===== config.mk =====
export PLATFORM = sky130hd
export DESIGN_NAME = reg_file_eight_flat
export DESIGN_NICKNAME = d
export VERILOG_FILES = /design/src/rtl/reg_file_eight_if.sv /design/src/rtl/reg_file_eight.sv /design/src/flat_wrapper.sv
export SDC_FILE = /design/constraint.sdc
export NUM_CORES = 1
export LEC_CHECK = 0
export BUFFER_PORTS_ARGS = -buffer_cell sky130_fd_sc_hd__buf_2
export CORE_UTILIZATION = 40
export DETAILED_ROUTE_END_ITERATION = 16
export MAX_ROUTING_LAYER = met4
export PLACE_DENSITY_LB_ADDON = 0.05
export SYNTH_ARGS = -nofsm -noshare
export SYNTH_HDL_FRONTEND = slang
export SYNTH_SLANG_ARGS = --single-unit

===== constraint.sdc =====
create_clock -name clk -period 7.5 [get_ports clk]
set_input_delay 0.375 -clock clk [delete_from_list [all_inputs] [get_ports clk]]
set_output_delay 0.375 -clock clk [all_outputs]
set_load 0.03 [all_outputs]

===== src/rtl/reg_file_eight_if.sv =====
`default_nettype none
// ============================================================================
//  Module      : reg_file_eight_if
//  Description : Write/read bus and debug taps of the 8x8 register file.
//  Revision    : 1.0  initial release
// ============================================================================
interface reg_file_eight_if;
    logic       we;
    logic       inc;
    logic       dec;
    logic [2:0] waddr;
    logic [7:0] wdata;
    logic [2:0] raddr_a;
    logic [2:0] raddr_b;
    logic [7:0] rdata_a;
    logic [7:0] rdata_b;
    logic       zero;
    logic [7:0] dbg_r0;
    logic [7:0] dbg_r1;
    logic [7:0] dbg_r2;
    logic [7:0] dbg_r3;
    logic [7:0] dbg_r4;
    logic [7:0] dbg_r5;
    logic [7:0] dbg_r6;
    logic [7:0] dbg_r7;

    modport master (
        output we, inc, dec, waddr, wdata, raddr_a, raddr_b,
        input  rdata_a, rdata_b, zero,
        input  dbg_r0, dbg_r1, dbg_r2, dbg_r3, dbg_r4, dbg_r5, dbg_r6, dbg_r7
    );

    modport slave (
        input  we, inc, dec, waddr, wdata, raddr_a, raddr_b,
        output rdata_a, rdata_b, zero,
        output dbg_r0, dbg_r1, dbg_r2, dbg_r3, dbg_r4, dbg_r5, dbg_r6, dbg_r7
    );
endinterface
`default_nettype wire


===== src/rtl/reg_file_eight.sv =====
`default_nettype none
// ============================================================================
//  Module      : reg_file_eight
//  Description : 8-entry x 8-bit register file, 2 combinational read ports,
//                1 write port with in-place increment/decrement.
//  Revision    : 1.0  initial release
// ============================================================================
module reg_file_eight #(
    parameter int BYPASS  = 1,
    parameter int ZERO_R0 = 0
) (
    input  logic             clk,
    input  logic             rst,
    reg_file_eight_if.slave  bus
);

    logic [7:0] r_mem [8];
    logic       r_zero;

    logic [7:0] w_reg [8];
    logic       w_modify;
    logic       w_commit;
    logic [7:0] w_new;
    logic       w_hit_a;
    logic       w_hit_b;

    // Architectural view of the registers; R0 collapses to a constant when hard-wired.
    genvar gi;
    generate
        for (gi = 0; gi < 8; gi++) begin : g_view
            if ((ZERO_R0 != 0) && (gi == 0)) begin : g_hardwired
                assign w_reg[gi] = 8'h00;
            end else begin : g_stored
                assign w_reg[gi] = r_mem[gi];
            end
        end
    endgenerate

    always_comb begin
        w_modify = 1'b0;
        w_new    = w_reg[bus.waddr];
        if (bus.we) begin
            w_modify = 1'b1;
            w_new    = bus.wdata;
        end else if (bus.inc && !bus.dec) begin
            w_modify = 1'b1;
            w_new    = w_reg[bus.waddr] + 8'd1;
        end else if (bus.dec && !bus.inc) begin
            w_modify = 1'b1;
            w_new    = w_reg[bus.waddr] - 8'd1;
        end
    end

    // An access to a hard-wired R0 is dropped entirely, including the zero flag.
    assign w_commit = w_modify && !((ZERO_R0 != 0) && (bus.waddr == 3'd0));

    always_ff @(posedge clk) begin
        if (rst) begin
            for (int i = 0; i < 8; i++) begin
                r_mem[i] <= 8'h00;
            end
            r_zero <= 1'b0;
        end else if (w_commit) begin
            r_mem[bus.waddr] <= w_new;
            r_zero           <= (w_new == 8'h00);
        end
    end

    assign w_hit_a = (BYPASS != 0) && !rst && w_commit && (bus.raddr_a == bus.waddr);
    assign w_hit_b = (BYPASS != 0) && !rst && w_commit && (bus.raddr_b == bus.waddr);

    assign bus.rdata_a = w_hit_a ? w_new : w_reg[bus.raddr_a];
    assign bus.rdata_b = w_hit_b ? w_new : w_reg[bus.raddr_b];
    assign bus.zero    = r_zero;

    assign bus.dbg_r0 = w_reg[0];
    assign bus.dbg_r1 = w_reg[1];
    assign bus.dbg_r2 = w_reg[2];
    assign bus.dbg_r3 = w_reg[3];
    assign bus.dbg_r4 = w_reg[4];
    assign bus.dbg_r5 = w_reg[5];
    assign bus.dbg_r6 = w_reg[6];
    assign bus.dbg_r7 = w_reg[7];

endmodule
`default_nettype wire

===== src/flat_wrapper.sv =====
// flat-port wrapper written by rule: the top's interface ports become plain ports
module reg_file_eight_flat 
#(
    parameter int BYPASS  = 1,
    parameter int ZERO_R0 = 0
)
  (clk, rst, bus_we, bus_inc, bus_dec, bus_waddr, bus_wdata, bus_raddr_a, bus_raddr_b, bus_rdata_a, bus_rdata_b, bus_zero, bus_dbg_r0, bus_dbg_r1, bus_dbg_r2, bus_dbg_r3, bus_dbg_r4, bus_dbg_r5, bus_dbg_r6, bus_dbg_r7);
  reg_file_eight_if bus_i ();
  input  logic clk;
  input  logic rst;
  input wire logic [$bits(bus_i.we)-1:0] bus_we;
  input wire logic [$bits(bus_i.inc)-1:0] bus_inc;
  input wire logic [$bits(bus_i.dec)-1:0] bus_dec;
  input wire logic [$bits(bus_i.waddr)-1:0] bus_waddr;
  input wire logic [$bits(bus_i.wdata)-1:0] bus_wdata;
  input wire logic [$bits(bus_i.raddr_a)-1:0] bus_raddr_a;
  input wire logic [$bits(bus_i.raddr_b)-1:0] bus_raddr_b;
  output wire logic [$bits(bus_i.rdata_a)-1:0] bus_rdata_a;
  output wire logic [$bits(bus_i.rdata_b)-1:0] bus_rdata_b;
  output wire logic [$bits(bus_i.zero)-1:0] bus_zero;
  output wire logic [$bits(bus_i.dbg_r0)-1:0] bus_dbg_r0;
  output wire logic [$bits(bus_i.dbg_r1)-1:0] bus_dbg_r1;
  output wire logic [$bits(bus_i.dbg_r2)-1:0] bus_dbg_r2;
  output wire logic [$bits(bus_i.dbg_r3)-1:0] bus_dbg_r3;
  output wire logic [$bits(bus_i.dbg_r4)-1:0] bus_dbg_r4;
  output wire logic [$bits(bus_i.dbg_r5)-1:0] bus_dbg_r5;
  output wire logic [$bits(bus_i.dbg_r6)-1:0] bus_dbg_r6;
  output wire logic [$bits(bus_i.dbg_r7)-1:0] bus_dbg_r7;
  assign bus_i.we = bus_we;
  assign bus_i.inc = bus_inc;
  assign bus_i.dec = bus_dec;
  assign bus_i.waddr = bus_waddr;
  assign bus_i.wdata = bus_wdata;
  assign bus_i.raddr_a = bus_raddr_a;
  assign bus_i.raddr_b = bus_raddr_b;
  assign bus_rdata_a = bus_i.rdata_a;
  assign bus_rdata_b = bus_i.rdata_b;
  assign bus_zero = bus_i.zero;
  assign bus_dbg_r0 = bus_i.dbg_r0;
  assign bus_dbg_r1 = bus_i.dbg_r1;
  assign bus_dbg_r2 = bus_i.dbg_r2;
  assign bus_dbg_r3 = bus_i.dbg_r3;
  assign bus_dbg_r4 = bus_i.dbg_r4;
  assign bus_dbg_r5 = bus_i.dbg_r5;
  assign bus_dbg_r6 = bus_i.dbg_r6;
  assign bus_dbg_r7 = bus_i.dbg_r7;
  reg_file_eight #(.BYPASS(BYPASS), .ZERO_R0(ZERO_R0)) u_core (.clk(clk), .rst(rst), .bus(bus_i));
endmodule

==> results of run 1 <==
area by class of cell:
| class | instances | area [µm²] |
|---|---|---|
| clock buffers | 9 | 225 |
| clock inverters | 6 | 92.6 |
| fillers | 1022 | 5560 |
| inverters | 7 | 41.3 |
| multi-input cells | 280 | 2440 |
| flip-flops and latches | 65 | 1940 |
| well taps | 140 | 175 |
| repair buffers | 102 | 510 |
critical path, delay by kind of cell:
family,cells,cell delay [ns]
muxes,4,1.88
buffers and inverters,3,0.77
AOI/OAI and AO/OA,1,0.23
adders and majority gates,1,0.20
and+or+nand+nor,2,0.15
xor gates and xnor gates,1,0.09
cell usage in the layout, fill, tap and decap left out, types with 3 or more instances in the layout:
cell type	Yosys	layout
sky130_fd_sc_hd__xnor2_1	8	8
sky130_fd_sc_hd__xor2_1	4	4
sky130_fd_sc_hd__a22o_1	3	3
sky130_fd_sc_hd__inv_1	4	4
sky130_fd_sc_hd__nand4_1	4	4
sky130_fd_sc_hd__mux2_2	18	18
sky130_fd_sc_hd__ha_1	4	4
sky130_fd_sc_hd__edfxtp_1	64	64
sky130_fd_sc_hd__nand3_1	5	5
sky130_fd_sc_hd__clkbuf_16	0	9
sky130_fd_sc_hd__nor2_1	75	75
sky130_fd_sc_hd__mux2i_1	12	12
sky130_fd_sc_hd__nor3_1	4	4
sky130_fd_sc_hd__buf_2	3	102
sky130_fd_sc_hd__nand2_1	31	31
sky130_fd_sc_hd__o21ai_0	16	16
sky130_fd_sc_hd__nand2b_1	11	11
sky130_fd_sc_hd__nor2b_1	6	6
sky130_fd_sc_hd__mux4_2	41	41
stage by stage:
stage | utilization | power (mW)
after floorplan | - | 0.645
after global placement | 0.465 | 0.723
after detailed placement | 0.465 | 0.724
after CTS | 0.494 | 1.18
after global routing | 0.494 | 1.21
final | 0.494 | 1.18
how the worst max path moves through the flow:
stage / end / slack, ns / depth (start not counted)
after global placement: u_core.bus.zero / 3.49 / 10
after floorplan: bus_rdata_b[5] / 4.12 / 8
after CTS: bus_rdata_b[4] / 3.51 / 12
after detailed placement: u_core.bus.zero / 3.42 / 10
after global routing: bus_rdata_b[4] / 3.24 / 12
final: bus_rdata_b[4] / 3.43 / 12
cells by family (layout without fill, tap and decap cells):
group / Yosys count / in the layout
AO/OA/AOI/OAI: 38 / 38
XOR/XNOR: 12 / 12
AND/OR/NAND/NOR: 150 / 150
adder cells (fa/ha/maj): 4 / 4
flip-flops: 65 / 65
buffers and inverters: 34 / 124
multiplexers: 76 / 76
sequential cells by signal, summed over array words and instances (netlist names):
register         count
u_core.bus.zero      1
u_core.r_mem        64
power by group:
group	leakage, nW	internal, mW	switching (mW)
Sequential	0.672	0.419	0.0239
Combinational	1.38	0.0994	0.175
Clock	0.148	0.291	0.171
per-layer routing:
metal  GRT usage  wire length, µm
met5           -                0
met4      0.0705              167
met3      0.0418              939
met2       0.367             6350
met1       0.383             6730
==> run_summary.xml, run 1 <==
<?xml version="1.0" encoding="UTF-8"?>
<metrics>
  <group name="outcome">
    <metric name="outcome" unit="">complete, no violations</metric>
  </group>
  <group name="place">
    <metric name="dpl_cell_area" unit="µm²">5110</metric>
    <metric name="dpl.cell_count" unit="">594</metric>
    <metric name="numPortBuffers" unit="">102</metric>
    <metric name="routabilityCongestion" unit="">0.864</metric>
    <metric name="dp_hpwl" unit="µm">10600</metric>
    <metric name="post-place-ws" unit="ns">3.42</metric>
  </group>
  <group name="power_and_ir_drop">
    <metric name="leakage" unit="nW">2.20</metric>
    <metric name="ir_worst_vdd" unit="mV">0.118</metric>
    <metric name="power-per-cell-area" unit="nW/µm²">217</metric>
  </group>
  <group name="job">
    <metric name="drv_cap" unit="">0</metric>
  </group>
  <group name="timing">
    <metric name="timing.clock.skew" unit="ns">0.00844</metric>
    <metric name="finalHoldViolations" unit="">0</metric>
    <metric name="setup_tns" unit="ns">0</metric>
    <metric name="fin_worst_hold_slack" unit="ns">0.509</metric>
    <metric name="post-route-worst-setup-slack" unit="ns">3.43</metric>
    <metric name="report.final.setup_viol" unit="">0</metric>
    <metric name="worst_slew_margin_rel" unit="">0.197</metric>
    <metric name="fmaxAchievable" unit="GHz">0.245</metric>
    <metric name="drv_slew" unit="">0</metric>
    <metric name="rsz0062_at_grt" unit="">no</metric>
    <metric name="final.period_utilization" unit="">0.543</metric>
    <metric name="tightestPinTransition" unit="ns">1.17</metric>
    <metric name="finalWorstPathRequiredPeriod" unit="ns">4.07</metric>
  </group>
  <group name="synth">
    <metric name="synth_commonest_cells" unit="">sky130_fd_sc_hd__nor2_1, sky130_fd_sc_hd__edfxtp_1, sky130_fd_sc_hd__mux4_2</metric>
    <metric name="synthesis.instances" unit="">379</metric>
    <metric name="synth.yosys.warnings" unit="">0</metric>
    <metric name="edff_count_synth" unit="">64</metric>
    <metric name="synth-seq-cells" unit="">65</metric>
    <metric name="synthMuxAreaShare" unit="">0.295</metric>
    <metric name="syn-cell-area" unit="µm²">4560</metric>
    <metric name="mappedNetlistNets" unit="">405</metric>
    <metric name="combinational_family_with_the_most_area_after_synthesis" unit="">multiplexers</metric>
    <metric name="synth_adder_area_share" unit="">0.0110</metric>
    <metric name="post-synth-top-count-cell" unit="">sky130_fd_sc_hd__nor2_1</metric>
    <metric name="top_ff_cell_synth" unit="">sky130_fd_sc_hd__edfxtp_1</metric>
    <metric name="asyncSetResetFlopFracSynth" unit="">0</metric>
    <metric name="synth_cell_type_count" unit="">55</metric>
    <metric name="synth_top_cells_by_area" unit="">sky130_fd_sc_hd__edfxtp_1, sky130_fd_sc_hd__mux4_2, sky130_fd_sc_hd__nor2_1, sky130_fd_sc_hd__mux2_2, sky130_fd_sc_hd__mux2i_1</metric>
    <metric name="synthSimpleGateAreaFrac" unit="">0.150</metric>
    <metric name="yosysSeqAreaShare" unit="">0.426</metric>
    <metric name="syn_area_per_cell" unit="µm²">12.0</metric>
    <metric name="synth_compound_area_frac" unit="">0.0571</metric>
    <metric name="area_share_of_xor_xnor_cells_in_the_synthesized_design" unit="">0.0231</metric>
    <metric name="post-synth-top-area-fraction" unit="">0.422</metric>
    <metric name="netlist.top_cell.by_area" unit="">sky130_fd_sc_hd__edfxtp_1</metric>
  </group>
  <group name="layout">
    <metric name="antenna_diodes" unit="">0</metric>
    <metric name="flow.area_growth_from_synthesis" unit="%">19.1</metric>
    <metric name="fraction_of_final_layout_cells_with_drive_strength_greater_than_1" unit="">0.401</metric>
    <metric name="nets" unit="">491</metric>
    <metric name="fin_cells" unit="">609</metric>
    <metric name="fin_area" unit="µm²">5430</metric>
  </group>
  <group name="clocking">
    <metric name="worst_skew_pair.late_latency" unit="ns">0.33</metric>
    <metric name="cts-htree-levels" unit="">3</metric>
    <metric name="clockRootBuffer" unit="">sky130_fd_sc_hd__clkbuf_16</metric>
    <metric name="cts_setup_buffers" unit="">0</metric>
    <metric name="cts_tree" unit="">yes</metric>
    <metric name="clkSlewWorstSetupHoldPaths" unit="ns">0.06</metric>
    <metric name="cts_buffers" unit="">9</metric>
    <metric name="tritoncts_num_sinks" unit="">65</metric>
    <metric name="cts-hold-fix-buffers" unit="">0</metric>
    <metric name="cts_buffer_depth" unit="">2</metric>
    <metric name="cts-resized-gates" unit="">0</metric>
  </group>
  <group name="worst_hold_path">
    <metric name="hold-path-cell-count" unit="">3</metric>
    <metric name="worstHoldEndpoint" unit="">u_core.r_mem[0][7]</metric>
    <metric name="timing.hold.worst.start" unit="">bus_wdata[7]</metric>
    <metric name="holdCritPathClass" unit="">input port to flip-flop</metric>
  </group>
  <group name="grt">
    <metric name="global_route.usage.total" unit="">0.259</metric>
    <metric name="grt_first_pass_wirelength" unit="µm">21100</metric>
    <metric name="vias_in_the_first_global_route" unit="">3439</metric>
    <metric name="globalRouteOverflowTotal" unit="">0</metric>
    <metric name="grt_antenna_before_repair" unit="">0</metric>
    <metric name="maximum_number_of_pins_on_one_net_before_global_route_repair" unit="">34</metric>
  </group>
  <group name="setup_path">
    <metric name="r2r_setup_slack" unit="ns">3.88</metric>
    <metric name="worstPathArrival" unit="ns">3.70</metric>
    <metric name="crit-reg2reg-launch" unit="">u_core.r_mem[7][1]</metric>
    <metric name="crit_chain" unit="">buf_2, mux4_2, mux2i_2, inv_1, ha_1, nand2_1, nor2_1, mux2i_1, xor2_1, mux2i_1, o21ai_0, buf_2</metric>
    <metric name="worst_path_max_delay_cell" unit="">sky130_fd_sc_hd__mux2i_1</metric>
    <metric name="slowest_delay" unit="ns">0.81</metric>
    <metric name="timing.critical_path.required" unit="ns">7.12</metric>
    <metric name="worst_setup_path_class" unit="">input port to output port</metric>
    <metric name="timing.critical_path.fanout_max" unit="">26</metric>
    <metric name="reg2reg_to" unit="">u_core.bus.zero</metric>
    <metric name="start_kind" unit="">input port</metric>
    <metric name="crit_start" unit="">bus_waddr[0]</metric>
    <metric name="worst-r2r-cell-count" unit="">9</metric>
    <metric name="endpoint_kind" unit="">output port</metric>
  </group>
  <group name="floorplan">
    <metric name="chipWidth" unit="µm">109</metric>
    <metric name="pin_count" unit="">103</metric>
    <metric name="floorplan.initialDensity" unit="">0.415</metric>
    <metric name="core.rowCount" unit="">38</metric>
    <metric name="dieArea" unit="µm²">11800</metric>
    <metric name="die_h" unit="µm">109</metric>
    <metric name="floorplan.core_area" unit="µm²">11000</metric>
  </group>
  <group name="drt">
    <metric name="drt_first_pass_iters" unit="">5</metric>
    <metric name="drt-total-wl" unit="µm">14200</metric>
    <metric name="wire_per_inst" unit="µm">23.3</metric>
    <metric name="route.vias.total" unit="">3590</metric>
    <metric name="drt_iter0_drc" unit="">235</metric>
    <metric name="drtAntennaViolNets" unit="">0</metric>
    <metric name="remaining_drc_errors" unit="">0</metric>
    <metric name="route.detailed.vias_per_inst" unit="">5.89</metric>
  </group>
</metrics>
Power figures use the tool's default switching activity.
==> inputs of run 2 (changes only) <==
==> constraint.sdc (replaced) <==
create_clock -name clk -period 3.3 [get_ports clk]
set_input_delay 0.165 -clock clk [delete_from_list [all_inputs] [get_ports clk]]
set_output_delay 0.165 -clock clk [all_outputs]
set_load 0.03 [all_outputs]
==> run 2 against run 1 <==
- final cell count is 3.3% higher
- sequential share of layout area is 1.4 points lower
- non-clock buffer count is 19 higher
- via count is 1.9% higher
- clock power is 110% higher
- total power is 120% higher
- flip-flop and latch count stayed put
- clock-buffer cell count stayed put
- critical path depth stayed put
- critical path type is now flip-flop to output port
- largest power group is now sequential cells
- highest routed layer unchanged
==> run_summary.xml, run 2 (synthesis results as in run 1) <==
<?xml version="1.0" encoding="UTF-8"?>
<metrics>
  <group name="setup_path">
    <metric name="timing.critical_path.required" unit="ns">3.13</metric>
    <metric name="worst-path-buf-inv" unit="">3</metric>
    <metric name="worst_path_max_delay_cell" unit="">sky130_fd_sc_hd__mux4_2</metric>
    <metric name="slowest_delay" unit="ns">0.52</metric>
    <metric name="start_kind" unit="">flip-flop</metric>
    <metric name="worstPathArrival" unit="ns">3.05</metric>
    <metric name="worst_setup_path_class" unit="">flip-flop to output port</metric>
    <metric name="crit_chain" unit="">mux4_2, mux2i_4, inv_1, ha_1, nand2_2, nor2_1, mux2i_1, xor2_1, mux2i_1, buf_4, o21ai_1, buf_2</metric>
    <metric name="endpoint_kind" unit="">output port</metric>
    <metric name="cp_top_family" unit="">multiplexers</metric>
    <metric name="critical-path-top-cell-by-count" unit="">sky130_fd_sc_hd__mux2i_1</metric>
    <metric name="timing.critical_path.fanout_max" unit="">10</metric>
    <metric name="r2r_setup_slack" unit="ns">0.36</metric>
  </group>
  <group name="drt">
    <metric name="drt_first_pass_iters" unit="">5</metric>
    <metric name="drtAntennaViolNets" unit="">0</metric>
    <metric name="route.detailed.vias_per_inst" unit="">5.82</metric>
    <metric name="drt-total-wl" unit="µm">14500</metric>
    <metric name="wire_per_inst" unit="µm">23.1</metric>
    <metric name="remaining_drc_errors" unit="">0</metric>
    <metric name="drt_iter0_drc" unit="">298</metric>
    <metric name="route.vias.total" unit="">3659</metric>
  </group>
  <group name="grt">
    <metric name="grtUsageMet1" unit="">0.384</metric>
    <metric name="vias_in_the_first_global_route" unit="">3459</metric>
    <metric name="grt.met3_usage" unit="">0.0598</metric>
    <metric name="use_met2" unit="">0.372</metric>
    <metric name="globalRouteOverflowTotal" unit="">0</metric>
    <metric name="maximum_number_of_pins_on_one_net_before_global_route_repair" unit="">25</metric>
    <metric name="global_route.usage.total" unit="">0.265</metric>
    <metric name="grt_first_pass_wirelength" unit="µm">21400</metric>
    <metric name="top_usage_layer" unit="">met1</metric>
    <metric name="grt_antenna_before_repair" unit="">0</metric>
  </group>
  <group name="layout">
    <metric name="flow.area_growth_from_synthesis" unit="%">23.9</metric>
    <metric name="layout_commonest_cell" unit="">sky130_fd_sc_hd__buf_2</metric>
    <metric name="antenna_diodes" unit="">0</metric>
    <metric name="fraction_of_final_layout_cells_with_drive_strength_greater_than_1" unit="">0.444</metric>
    <metric name="nets" unit="">510</metric>
    <metric name="layout.area.seq" unit="µm²">1940</metric>
    <metric name="registers.top_by_ff_count" unit="">u_core.r_mem</metric>
    <metric name="highest_count_cells_in_the_layout_ignoring_fill_and_taps" unit="">sky130_fd_sc_hd__buf_2, sky130_fd_sc_hd__nor2_1, sky130_fd_sc_hd__edfxtp_1, sky130_fd_sc_hd__mux4_2, sky130_fd_sc_hd__nand2_1</metric>
    <metric name="nFillCells" unit="">1008</metric>
    <metric name="multi_input_comb_area" unit="µm²">2520</metric>
    <metric name="number_of_flip_flops_in_the_largest_register" unit="">64</metric>
    <metric name="fin_area" unit="µm²">5640</metric>
  </group>
  <group name="clocking">
    <metric name="clkSlewWorstSetupHoldPaths" unit="ns">0.06</metric>
    <metric name="cts_buffer_depth" unit="">2</metric>
    <metric name="cts_tree" unit="">yes</metric>
    <metric name="cts_buffers" unit="">9</metric>
    <metric name="tritoncts_num_sinks" unit="">65</metric>
    <metric name="cts-htree-levels" unit="">3</metric>
    <metric name="worst_skew_pair.late_latency" unit="ns">0.34</metric>
    <metric name="clockRootBuffer" unit="">sky130_fd_sc_hd__clkbuf_16</metric>
  </group>
  <group name="place">
    <metric name="numPortBuffers" unit="">102</metric>
    <metric name="routabilityCongestion" unit="">0.874</metric>
    <metric name="dpl_cell_area" unit="µm²">5240</metric>
    <metric name="post-place-ws" unit="ns">0.251</metric>
    <metric name="dp_hpwl" unit="µm">10900</metric>
  </group>
  <group name="timing">
    <metric name="rsz0062_at_grt" unit="">yes</metric>
    <metric name="drv_slew" unit="">0</metric>
    <metric name="timing.clock.skew" unit="ns">0.00704</metric>
    <metric name="fmaxAchievable" unit="GHz">0.312</metric>
    <metric name="tightestPinTransition" unit="ns">0.611</metric>
    <metric name="final.period_utilization" unit="">0.973</metric>
    <metric name="post-route-worst-setup-slack" unit="ns">0.0900</metric>
    <metric name="finalHoldViolations" unit="">0</metric>
    <metric name="report.final.setup_viol" unit="">0</metric>
    <metric name="finalWorstPathRequiredPeriod" unit="ns">3.21</metric>
    <metric name="worst_slew_margin_rel" unit="">0.593</metric>
  </group>
  <group name="floorplan">
    <metric name="floorplan.initialDensity" unit="">0.415</metric>
    <metric name="chipWidth" unit="µm">109</metric>
    <metric name="dieArea" unit="µm²">11800</metric>
    <metric name="pin_count" unit="">103</metric>
    <metric name="floorplan.core_area" unit="µm²">11000</metric>
    <metric name="die_h" unit="µm">109</metric>
    <metric name="core.rowCount" unit="">38</metric>
  </group>
  <group name="job">
    <metric name="drv_cap" unit="">0</metric>
  </group>
  <group name="power_and_ir_drop">
    <metric name="power-per-cell-area" unit="nW/µm²">469</metric>
    <metric name="ir_worst_vdd" unit="mV">0.394</metric>
    <metric name="leakage" unit="nW">2.30</metric>
  </group>
  <group name="worst_hold_path">
    <metric name="holdCritPathClass" unit="">input port to flip-flop</metric>
  </group>
  <group name="outcome">
    <metric name="outcome" unit="">complete, no violations</metric>
  </group>
</metrics>
## run 2: final cells by class
cell class,count,area share
Multi-Input combinational cell,280,0.447
Sequential cell,65,0.344
Timing Repair Buffer,121,0.119
Clock buffer,9,0.0399
Tap cell,140,0.0310
Clock inverter,7,0.0122
Inverter,7,0.00732
## run 2: worst reg2reg max path: stages, from the launching register on
cell and delay (ns):
sky130_fd_sc_hd__edfxtp_1 0.44, sky130_fd_sc_hd__mux4_2 0.52, sky130_fd_sc_hd__mux2i_4 0.25, sky130_fd_sc_hd__ha_2 0.23, sky130_fd_sc_hd__nand2_2 0.07, sky130_fd_sc_hd__or4_4 0.50
sky130_fd_sc_hd__o31ai_4 0.09, sky130_fd_sc_hd__xor2_2 0.12, sky130_fd_sc_hd__o21ai_2 0.21, sky130_fd_sc_hd__buf_4 0.20, sky130_fd_sc_hd__nor2_1 0.06
## run 2: worst paths after layout
check,endpoint,from,depth (start not counted)
worst max-delay path,bus_rdata_a[4],u_core.r_mem[3][1],12
worst min register to register,u_core.bus.zero,u_core.bus.zero,2
worst min-delay path,u_core.r_mem[0][2],bus_wdata[2],3
worst max register to register,u_core.r_mem[2][6],u_core.r_mem[3][1],10
## run 2: layer usage
layer / up-vias / wire, µm
met4: 0 / 178
met5: - / 0
met2: 139 / 6540
met3: 16 / 997
met1: 1861 / 6810
li1: 1643 / -
## run 2: metrics by stage
step	hold slack, ns	cells	utilization	TNS (ns)	power (mW)
floorplan	0.428	379	-	0	1.47
global placement	0.490	611	0.477	0	1.67
detailed placement	0.493	611	0.477	0	1.67
CTS	0.277	627	0.505	0	2.63
global route	0.252	629	0.514	-0.239	2.73
finish	0.238	629	0.514	0	2.64
## run 2: repair_timing
action | in CTS | in global routing
gates cloned | 0 | 0
buffers inserted | 0 | 2
resized for setup | 3 | 26
endpoints found under the hold margin | 0 | 0
hold buffers | 0 | 0
setup endpoints to repair | 5 | 9
pin swaps | 1 | 7
## run 2: power breakdown
part | switching, mW | internal (mW)
Clock | 0.371 | 0.583
Sequential | 0.0508 | 0.954
Combinational | 0.421 | 0.265
Total | 0.843 | 1.80
